===== src/rtl/uart_pkg.sv =====
// ============================================================================
// Module  : uart_pkg
// Brief   : Register map, status bit indices and receiver FSM states shared by
//           the Wishbone UART blocks.
// Revision: 1.0 - initial release
// ============================================================================
`default_nettype none

package uart_pkg;

  localparam logic REG_DATA   = 1'b0;
  localparam logic REG_STATUS = 1'b1;

  localparam int ST_NONEMPTY  = 0;
  localparam int ST_FULL      = 1;
  localparam int ST_OVERRUN   = 2;
  localparam int ST_FRAME_ERR = 3;
  localparam int ST_PARITY    = 4;
  localparam int ST_COUNT_LSB = 8;

  typedef enum logic [2:0] {
    IDLE   = 3'd0,
    START  = 3'd1,
    DATA   = 3'd2,
    PARITY = 3'd3,
    STOP   = 3'd4
  } rx_state_t;

  // Value of the parity bit that makes the 9-bit group even.
  function automatic logic even_parity_bit(input logic [7:0] b);
    return ^b;
  endfunction

endpackage

`default_nettype wire


===== src/rtl/sync_fifo.sv =====
// ============================================================================
// Module  : sync_fifo
// Brief   : Single-clock first-word-fall-through FIFO, depth 2**AW.
// Revision: 1.0 - initial release
// ============================================================================
`default_nettype none

module sync_fifo #(
  parameter int WIDTH = 8,
  parameter int AW    = 4
) (
  input  logic             clk,
  input  logic             rst,
  input  logic             push,
  input  logic             pop,
  input  logic [WIDTH-1:0] din,
  output logic [WIDTH-1:0] dout,
  output logic             full,
  output logic             empty,
  output logic [AW:0]      count
);

  localparam int DEPTH = 2 ** AW;
  localparam logic [AW:0]   CNT_FULL = (AW + 1)'(DEPTH);
  localparam logic [AW-1:0] PTR_ONE  = AW'(1);
  localparam logic [AW:0]   CNT_ONE  = (AW + 1)'(1);

  logic [WIDTH-1:0] mem_q [DEPTH];
  logic [AW-1:0]    wr_ptr_q, wr_ptr_d;
  logic [AW-1:0]    rd_ptr_q, rd_ptr_d;
  logic [AW:0]      count_q, count_d;
  logic             push_ok, pop_ok;

  assign full  = (count_q == CNT_FULL);
  assign empty = (count_q == '0);
  assign count = count_q;
  assign dout  = mem_q[rd_ptr_q];

  // A push into a full FIFO is refused even if a pop happens in the same cycle.
  always_comb begin
    push_ok  = push & ~full;
    pop_ok   = pop & ~empty;
    wr_ptr_d = push_ok ? wr_ptr_q + PTR_ONE : wr_ptr_q;
    rd_ptr_d = pop_ok  ? rd_ptr_q + PTR_ONE : rd_ptr_q;
    count_d  = count_q;
    if (push_ok && !pop_ok) begin
      count_d = count_q + CNT_ONE;
    end else if (pop_ok && !push_ok) begin
      count_d = count_q - CNT_ONE;
    end
  end

  always_ff @(posedge clk or posedge rst) begin
    if (rst) begin
      wr_ptr_q <= '0;
      rd_ptr_q <= '0;
      count_q  <= '0;
    end else begin
      wr_ptr_q <= wr_ptr_d;
      rd_ptr_q <= rd_ptr_d;
      count_q  <= count_d;
    end
  end

  always_ff @(posedge clk) begin
    if (push_ok) begin
      mem_q[wr_ptr_q] <= din;
    end
  end

endmodule

`default_nettype wire


===== src/rtl/wb_uart_rx.sv =====
// ============================================================================
// Module  : wb_uart_rx
// Brief   : Wishbone slave UART receiver, 8N1 deframer feeding a 16-deep FIFO.
//           Optional even parity bit enabled by defining UART_RX_PARITY_EN.
// Revision: 1.0 - initial release
// ============================================================================
`default_nettype none

module wb_uart_rx
  import uart_pkg::*;
#(
  parameter int CLK_FREQ = 50000000,
  parameter int BAUD     = 115200,
  parameter int FIFO_AW  = 4
) (
  input  logic        clk,
  input  logic        rst,
  input  logic        rxd,
  input  logic        cyc_i,
  input  logic        stb_i,
  input  logic        we_i,
  input  logic [29:0] adr_i,
  input  logic [31:0] dat_i,
  output logic [31:0] dat_o,
  output logic        ack_o,
  output logic        irq_o
);

  localparam int DIV   = CLK_FREQ / BAUD;
  localparam int CNT_W = (DIV > 2) ? $clog2(DIV) : 1;
  localparam logic [CNT_W-1:0] CNT_LAST = CNT_W'(DIV - 1);
  localparam logic [CNT_W-1:0] CNT_HALF = CNT_W'(DIV / 2);
  localparam logic [CNT_W-1:0] CNT_ONE  = CNT_W'(1);

  logic             rxd_meta_q, rxd_s_q;
  rx_state_t        state_q, state_d;
  logic [CNT_W-1:0] cnt_q, cnt_d;
  logic [2:0]       bit_idx_q, bit_idx_d;
  logic [7:0]       shift_q, shift_d;
  logic             bit_tick;
  logic             rx_push, frame_set, byte_ok;

  logic             fifo_pop, fifo_full, fifo_empty;
  logic [7:0]       fifo_dout;
  logic [FIFO_AW:0] fifo_count;

  logic             ack_q, ack_d;
  logic [31:0]      dat_q, dat_d;
  logic             rd_pop_q, rd_pop_d;
  logic             irq_q, irq_d;
  logic             overrun_q, overrun_d;
  logic             frame_err_q, frame_err_d;
  logic             parity_flag;
  logic             wb_req, wb_rd_data, wb_wr_status;
  logic [31:0]      status_word, data_word;
  logic             unused_bits;

`ifdef UART_RX_PARITY_EN
  logic par_bad_q, par_bad_d;
  logic parity_set;
  logic parity_err_q, parity_err_d;

  assign byte_ok     = ~par_bad_q;
  assign parity_flag = parity_err_q;
  assign unused_bits = ^{dat_i[31:5], dat_i[1:0], adr_i[29:1]};
`else
  assign byte_ok     = 1'b1;
  assign parity_flag = 1'b0;
  assign unused_bits = ^{dat_i[31:4], dat_i[1:0], adr_i[29:1]};
`endif

  always_ff @(posedge clk or posedge rst) begin
    if (rst) begin
      rxd_meta_q <= 1'b1;
      rxd_s_q    <= 1'b1;
    end else begin
      rxd_meta_q <= rxd;
      rxd_s_q    <= rxd_meta_q;
    end
  end

  assign bit_tick = (cnt_q == CNT_LAST);

  // START checks mid-bit; every later sample lands DIV cycles after the last.
  always_comb begin
    state_d   = state_q;
    cnt_d     = cnt_q;
    bit_idx_d = bit_idx_q;
    shift_d   = shift_q;
    rx_push   = 1'b0;
    frame_set = 1'b0;
`ifdef UART_RX_PARITY_EN
    par_bad_d  = par_bad_q;
    parity_set = 1'b0;
`endif
    case (state_q)
      IDLE: begin
        if (!rxd_s_q) begin
          state_d = START;
          cnt_d   = '0;
        end
      end
      START: begin
        if (cnt_q == CNT_HALF) begin
          cnt_d     = '0;
          bit_idx_d = '0;
          state_d   = rxd_s_q ? IDLE : DATA;
`ifdef UART_RX_PARITY_EN
          par_bad_d = 1'b0;
`endif
        end else begin
          cnt_d = cnt_q + CNT_ONE;
        end
      end
      DATA: begin
        if (bit_tick) begin
          cnt_d   = '0;
          shift_d = {rxd_s_q, shift_q[7:1]};
          if (bit_idx_q == 3'd7) begin
`ifdef UART_RX_PARITY_EN
            state_d = PARITY;
`else
            state_d = STOP;
`endif
          end else begin
            bit_idx_d = bit_idx_q + 3'd1;
          end
        end else begin
          cnt_d = cnt_q + CNT_ONE;
        end
      end
`ifdef UART_RX_PARITY_EN
      PARITY: begin
        if (bit_tick) begin
          cnt_d   = '0;
          state_d = STOP;
          if (even_parity_bit(shift_q) != rxd_s_q) begin
            par_bad_d  = 1'b1;
            parity_set = 1'b1;
          end
        end else begin
          cnt_d = cnt_q + CNT_ONE;
        end
      end
`endif
      STOP: begin
        if (bit_tick) begin
          cnt_d   = '0;
          state_d = IDLE;
          if (rxd_s_q) begin
            rx_push = byte_ok;
          end else begin
            frame_set = 1'b1;
          end
        end else begin
          cnt_d = cnt_q + CNT_ONE;
        end
      end
      default: begin
        state_d = IDLE;
        cnt_d   = '0;
      end
    endcase
  end

  always_ff @(posedge clk or posedge rst) begin
    if (rst) begin
      state_q   <= IDLE;
      cnt_q     <= '0;
      bit_idx_q <= '0;
      shift_q   <= '0;
    end else begin
      state_q   <= state_d;
      cnt_q     <= cnt_d;
      bit_idx_q <= bit_idx_d;
      shift_q   <= shift_d;
    end
  end

  sync_fifo #(
    .WIDTH (8),
    .AW    (FIFO_AW)
  ) u_fifo (
    .clk   (clk),
    .rst   (rst),
    .push  (rx_push),
    .pop   (fifo_pop),
    .din   (shift_q),
    .dout  (fifo_dout),
    .full  (fifo_full),
    .empty (fifo_empty),
    .count (fifo_count)
  );

  always_comb begin
    status_word                                = '0;
    status_word[ST_NONEMPTY]                   = ~fifo_empty;
    status_word[ST_FULL]                       = fifo_full;
    status_word[ST_OVERRUN]                    = overrun_q;
    status_word[ST_FRAME_ERR]                  = frame_err_q;
    status_word[ST_PARITY]                     = parity_flag;
    status_word[ST_COUNT_LSB +: FIFO_AW + 1]   = fifo_count;
    data_word = fifo_empty ? 32'h0 : {23'b0, 1'b1, fifo_dout};
  end

  assign wb_req       = cyc_i & stb_i & ~ack_q;
  assign wb_rd_data   = wb_req & ~we_i & (adr_i[0] == REG_DATA);
  assign wb_wr_status = wb_req & we_i & (adr_i[0] == REG_STATUS);

  // Read data is captured at the request edge; the matching pop waits for the ack cycle.
  assign fifo_pop = ack_q & rd_pop_q;

  always_comb begin
    ack_d    = wb_req;
    rd_pop_d = wb_rd_data & ~fifo_empty;
    irq_d    = ~fifo_empty;
    dat_d    = dat_q;
    if (wb_req && !we_i) begin
      dat_d = (adr_i[0] == REG_DATA) ? data_word : status_word;
    end
    overrun_d   = (overrun_q & ~(wb_wr_status & dat_i[ST_OVERRUN])) |
                  (rx_push & fifo_full);
    frame_err_d = (frame_err_q & ~(wb_wr_status & dat_i[ST_FRAME_ERR])) | frame_set;
`ifdef UART_RX_PARITY_EN
    parity_err_d = (parity_err_q & ~(wb_wr_status & dat_i[ST_PARITY])) | parity_set;
`endif
  end

  always_ff @(posedge clk or posedge rst) begin
    if (rst) begin
      ack_q       <= 1'b0;
      dat_q       <= '0;
      rd_pop_q    <= 1'b0;
      irq_q       <= 1'b0;
      overrun_q   <= 1'b0;
      frame_err_q <= 1'b0;
    end else begin
      ack_q       <= ack_d;
      dat_q       <= dat_d;
      rd_pop_q    <= rd_pop_d;
      irq_q       <= irq_d;
      overrun_q   <= overrun_d;
      frame_err_q <= frame_err_d;
    end
  end

`ifdef UART_RX_PARITY_EN
  always_ff @(posedge clk or posedge rst) begin
    if (rst) begin
      par_bad_q    <= 1'b0;
      parity_err_q <= 1'b0;
    end else begin
      par_bad_q    <= par_bad_d;
      parity_err_q <= parity_err_d;
    end
  end
`endif

  assign ack_o = ack_q;
  assign dat_o = dat_q;
  assign irq_o = irq_q;

endmodule

`default_nettype wire


===== config.mk =====
export PLATFORM = sky130hd
export DESIGN_NAME = wb_uart_rx
export DESIGN_NICKNAME = d
export VERILOG_FILES = /design/src/rtl/uart_pkg.sv /design/src/rtl/sync_fifo.sv /design/src/rtl/wb_uart_rx.sv
export SDC_FILE = /design/constraint.sdc
export NUM_CORES = 1
export LEC_CHECK = 0
export ABC_AREA = 1
export CAP_MARGIN = 20
export CELL_PAD_IN_SITES_DETAIL_PLACEMENT = 0
export CELL_PAD_IN_SITES_GLOBAL_PLACEMENT = 1
export CORE_MARGIN = 3
export CORE_UTILIZATION = 39
export DETAILED_ROUTE_END_ITERATION = 6
export HOLD_SLACK_MARGIN = 0.1
export PLACE_DENSITY = 0.71
export SLEW_MARGIN = 20
export SYNTH_ARGS = -nofsm -noshare
export SYNTH_HDL_FRONTEND = slang
export SYNTH_SLANG_ARGS = --single-unit

===== constraint.sdc =====
create_clock -name clk -period 2.65 [get_ports clk]
set_input_delay 0.53 -clock clk [delete_from_list [all_inputs] [get_ports clk]]
set_output_delay 0.53 -clock clk [all_outputs]
set_load 0.02 [all_outputs]

# Yosys cells after proc, flatten, opt, wreduce, memory -nomap -nowiden
# Memories as Yosys holds them, arrays and structs flattened.
# Cells that the tools add are included.
# W data, S select, Z words.
# word_totals
inputBits	68
latch_bits	0
wordCells	100
romBits	0
regBits	75
output_inout_bits	34
memories	1
ram_bits	128
# op_classes
div_mod_pow	0
n_shift	0
n_reduce_logical	14
magnitude_cmp	0
n_addsub	6
mul	0
bitwise	24
n_mux	27
n_eq_ne	13
# memory_table
name	words	word_bits	rd	rd_clocked_by_memory_dff	wr	line_no	rtl
u_fifo.mem_q	16	8	1	0	1	sync_fifo.sv:28	logic [WIDTH-1:0] mem_q [DEPTH];
# op_table
operator	count
$mux W9	4
$pmux W9 S3	1
$mux W3	8
$and A1 B1 Y1	15
$mux W13	1
$ne A2 B2 Y1 const B	6
$pmux W3 S4	1
$mux W5	2
$add A9 B1 Y9 const B	1
$eq A9 B8 Y1 const B	1
$eq A9 B9 Y1 const B	1
$add A4 B1 Y4 const B	2
$mux W1	8
$not A1 Y1	7
$eq A3 B3 Y1 const B	2
$pmux W3 S2	1
$add A5 B1 Y5 const B	1
$eq A5 B5 Y1 const B	1
$logic_not A5 Y1	1
$reduce_and A5 Y1	1
$sub A5 B1 Y5 const B	1
$reduce_and A4 Y1	1
$reduce_bool A2 Y1	2
$add A3 B1 Y3 const B	1
9 further kinds	14

# Logic depth before layout (Yosys ltp)
# depth
word_depth	8
mapped_depth	18
ltp_nobuf	18

# Cells and area by module
# A second synthesis with hierarchy kept.
# hier_totals
cells_unflattened	895
hier_area_um2	8461.9
# by_module_without_submodules
mod	instances	cells_each	area_per_inst_um2	seq_area_each_um2
sync_fifo	1	621	6222.2	4169.0
wb_uart_rx	1	274	2239.6	1078.5

# Worst setup path before layout
# OpenSTA, ideal clock, no wires.
# synth_path
kind	register -> register
start	register cnt_q[1]
end	register u_fifo.count_q[3] (netlist: u_fifo.count[3])
period_less_slack_ns	2.487
path_slack_ns	0.163
path_stages_with_launch	19
n_path_buf	0
setup_time_ns	0.077
arrival_time_ns	2.410
required_time_ns	2.573
path_cell_list	dfrtp_1 -> inv_1 -> ha_1 -> nand4_1 -> nor2_4 -> inv_2 -> nor2_4 -> nand2_2 -> nor2_4 -> ha_1 -> inv_1 -> ha_1 -> nand2_1 -> inv_1 -> o21ai_0 -> nand2_1 -> o21ai_0 -> a21oi_1 -> a21oi_1
# synth_via
elab_chain_len	7
word_cells_on_any_way	9
classes_between	1 x eq/ne; 3 x mux; 1 x bitwise; 4 x reduce/logical
# synth_lines
element	line_no	rtl
start, declared	wb_uart_rx.sv:37	logic [CNT_W-1:0] cnt_q, cnt_d;
start signal, assigned	wb_uart_rx.sv:174	cnt_q <= cnt_d;
$eq A9 B9 Y1 *	wb_uart_rx.sv:82	assign bit_tick = (cnt_q == CNT_LAST);
$mux W1 *	wb_uart_rx.sv:147	if (bit_tick) begin
$mux W1 *	wb_uart_rx.sv:96	case (state_q)
$and A1 B1 Y1 *	sync_fifo.sv:41	push_ok = push & ~full;
net u_fifo.push_ok	sync_fifo.sv:32	logic push_ok, pop_ok;
$logic_not A1 Y1	sync_fifo.sv:48	end else if (pop_ok && !push_ok) begin
$logic_and A1 B1 Y1	sync_fifo.sv:48	
$reduce_bool A2 Y1 (no line)	--	
end signal, assigned	sync_fifo.sv:61	count_q <= count_d;
end, declared	sync_fifo.sv:31	logic [AW:0] count_q, count_d;
# The timed path passes the listed nets; every way through them passes the cells marked *.
# A chain may end at the register's enable or synchronous reset.

# Worst setup path after layout
# Ends and elaborated chain as after synthesis.

==> summary.txt <==
Run status
  – Status: completed

Worst setup path
  – Worst Path Arrival: 2.77 ns
  – Worst path bufs/invs: 4
  – WP data required: 3.01 ns
  – WP depth: 18
  – Slowest stage delay, CP: 0.41 ns
  – Crit path launch type: register
  – FF-to-FF path depth: 18
  – Crit Path Max Fanout: 3
  – CP max-delay cell: dfrtp_1
  – Critical-path cell list: inv_2 -> ha_4 -> nand4_1 -> nor2_4 -> inv_2 -> nor2_4 -> nand2_2 -> nor2_4 -> ha_4 -> inv_2 -> ha_1 -> nand2_1 -> inv_1 -> o21ai_1 -> nand2_1 -> o21ai_1 -> a21oi_1 -> a21oi_1
  – R2r endpoint: u_fifo.count[3]
  – CP Class: reg2reg
  – Element type at the critical path end: register
  – Delay-heaviest family, CP: simple AND/OR/NAND/NOR gates
  – FF-to-FF setup slack: 0.24 ns
  – Reg-to-Reg Start: cnt_q[1]

Power and ir drop
  – PD cells: 620 nW/µm²
  – Leak: 0.00381 µW
  – VDD IR max: 0.372 mV

STA
  – F_max: 415 MHz
  – Fin. max-slew vios: 0
  – Tmin final: 2.41 ns
  – Final hold violation count: 0
  – Period Utilization, post-route: 0.910
  – Slew @ Worst Pin: 0.771 ns
  – Slew margin rel.: 0.486
  – Clock Skews: 0.0131 ns
  – Setup Viol. Count Final: 0
  – Final worst slack: 0.238 ns

Clocking
  – H-tree levels: 4
  – Clk root buf: clkbuf_16
  – Clk slew on worst S/H paths: 0.07 ns
  – CTS tree: yes
  – Clk_lat worst skew: 0.44 ns
  – Total CTS buffers: 17
  – Sinks on Clock Net: 184
  – Maximum buffer depth of the clock tree: 2

Run
  – Max-cap violations: 0

Die
  – Die area: 22,600 µm²
  – Core Box Area: 20,400 µm²
  – Cell Rows: 52
  – Die X: 150 µm
  – Initial core utilization: 0.399
  – I/O Pins: 102
  – Die Y: 150 µm

Routing
  – Detail-routed via count per cell: 4.76
  – DR pass1 iterations: 6
  – Final WL: 17.9 mm
  – Drt initial violations: 366
  – DRT antenna net count: 0
  – DR vias: 5,249
  – Routed wire per std cell: 16.2 µm
  – Residual DRC count: 0

Logic synthesis
  – EDFF count, synth: 128
  – Syn_area_per_cell: 10.5 µm²
  – Sequential area share after synthesis: 0.646
  – Synth unique cells: 40
  – Ys async rst share: 0.304
  – Yosys reg bits: 184
  – Synthesized area: 8130 µm²
  – Synth warn: 0
  – Predominant post-synthesis flop cell: edfxtp_1
  – Synthesized instance count: 773

Placement
  – Post-place setup slack: 0.0869 ns
  – Dpl cell area: 8800 µm²
  – PortBufs: 23
  – Dpl hpwl: 11.2 mm
  – Routability congestion estimate: 0.746
  – # placed instances: 1,070

Layout
  – Ratio of cells with drive above 1 in the final layout: 0.122
  – Most frequent cells in the layout: nand2_1, edfxtp_1, nor2_1
  – Final Non-Filler Cells: 1,103
  – Antenna Cells: 0
  – Final net count: 902
  – Commonest non-fill, non-tap cell in the layout: nand2_1
  – Layout Utilization: 0.465
  – Design area: 9470 µm²
  – Syn-to-layout area delta: 16.6%

Global routing
  – Largest net degree at the start of global routing: 55
  – GRT overflow: 0
  – Vias in the first global route: 5,081
  – Initial antenna violation count: 0
  – Total track usage: 0.165
  – Global-route wire length before repair: 28.2 mm

Min path
  – Worst Hold Class: in2async
==> registers in the layout, indices dropped and copies added (netlist names), 3 cells and up <==
register / flops
u_fifo.count: 5
u_fifo.mem_q: 128
shift_q: 8
u_fifo.rd_ptr_q: 4
bit_idx_q: 3
u_fifo.wr_ptr_q: 4
state_q: 3
dat_o: 13
cnt_q: 9
==> stage by stage <==
stage	hold WS (ns)	TNS [ns]	power [µW]
floorplan	0.345	0	3230
global placement	0.346	0	3260
detailed placement	0.351	0	3260
CTS	0.323	0	5940
global route	0.342	-0.0151	6060
finish	0.327	0	5870
==> worst max-delay path by stage <==
stage | start | end | slack, ns
after detailed placement | cnt_q[1] | u_fifo.count[3] | 0.09
after global routing | cnt_q[1] | u_fifo.count[3] | -0.02
final | cnt_q[1] | u_fifo.count[3] | 0.24
after CTS | cnt_q[1] | u_fifo.count[3] | 0.06
after floorplan | cnt_q[1] | u_fifo.count[3] | 0.16
after global placement | cnt_q[1] | u_fifo.count[3] | 0.11
==> layer usage <==
| layer | vias to the layer above | global-route usage | wire length [µm] |
|---|---|---|---|
| li1 | 2654 | - | - |
| met1 | 2479 | 0.227 | 8200 |
| met2 | 94 | 0.261 | 8650 |
| met3 | 22 | 0.0340 | 647 |
| met4 | 0 | 0.0599 | 364 |
| met5 | - | 0 | 0 |
==> cell type report <==
type / instances / area, µm²
Tap cell: 270 / 338
Fill cell: 1918 / 10900
Multi-Input combinational cell: 471 / 2390
Timing Repair Buffer: 57 / 536
Inverter: 89 / 334
Sequential cell: 184 / 5250
Clock inverter: 14 / 195
Clock buffer: 18 / 429
==> Yosys cell counts, drive strengths merged (7+ instances only) <==
| library cell | number | area [µm²] |
|---|---|---|
| clkbuf | 15 | 56.3 |
| nand3 | 69 | 350 |
| inv | 88 | 330 |
| ha | 13 | 163 |
| nand2 | 150 | 576 |
| dfrtp | 54 | 1350 |
| mux2 | 7 | 78.8 |
| o21ai | 57 | 285 |
| buf | 32 | 208 |
| a21oi | 18 | 90.1 |
| nor2 | 87 | 352 |
| xor2 | 7 | 61.3 |
| o211ai | 16 | 120 |
| edfxtp | 128 | 3840 |
==> what timing repair did <==
| item | in CTS | in global routing |
|---|---|---|
| gates resized for setup | 0 | 11 |
| endpoints found under the hold margin | 0 | 0 |
| setup buffers | 0 | 1 |
| setup endpoints to repair | 0 | 2 |
| hold buffers | 0 | 0 |
==> logic make-up (layout without fill, tap and decap cells) <==
kind of cell               after synthesis  after routing  synth area share
other                                    1             19          0.000461
xor gates and xnor gates                 9              9           0.00970
and+or+nand+nor                        321            321             0.169
AOI/OAI and AO/OA                      101            101            0.0697
adders and majority gates               14             14            0.0225
buffers and inverters                  136            178            0.0736
muxes                                    7              7           0.00970
DFF                                    184            184             0.646
==> power by group <==
part           internal [µW]  switching (µW)
Combinational           43.0            79.8
Clock                   1580            1090
Sequential              3070            10.7
(Power assumes the default switching activity.)
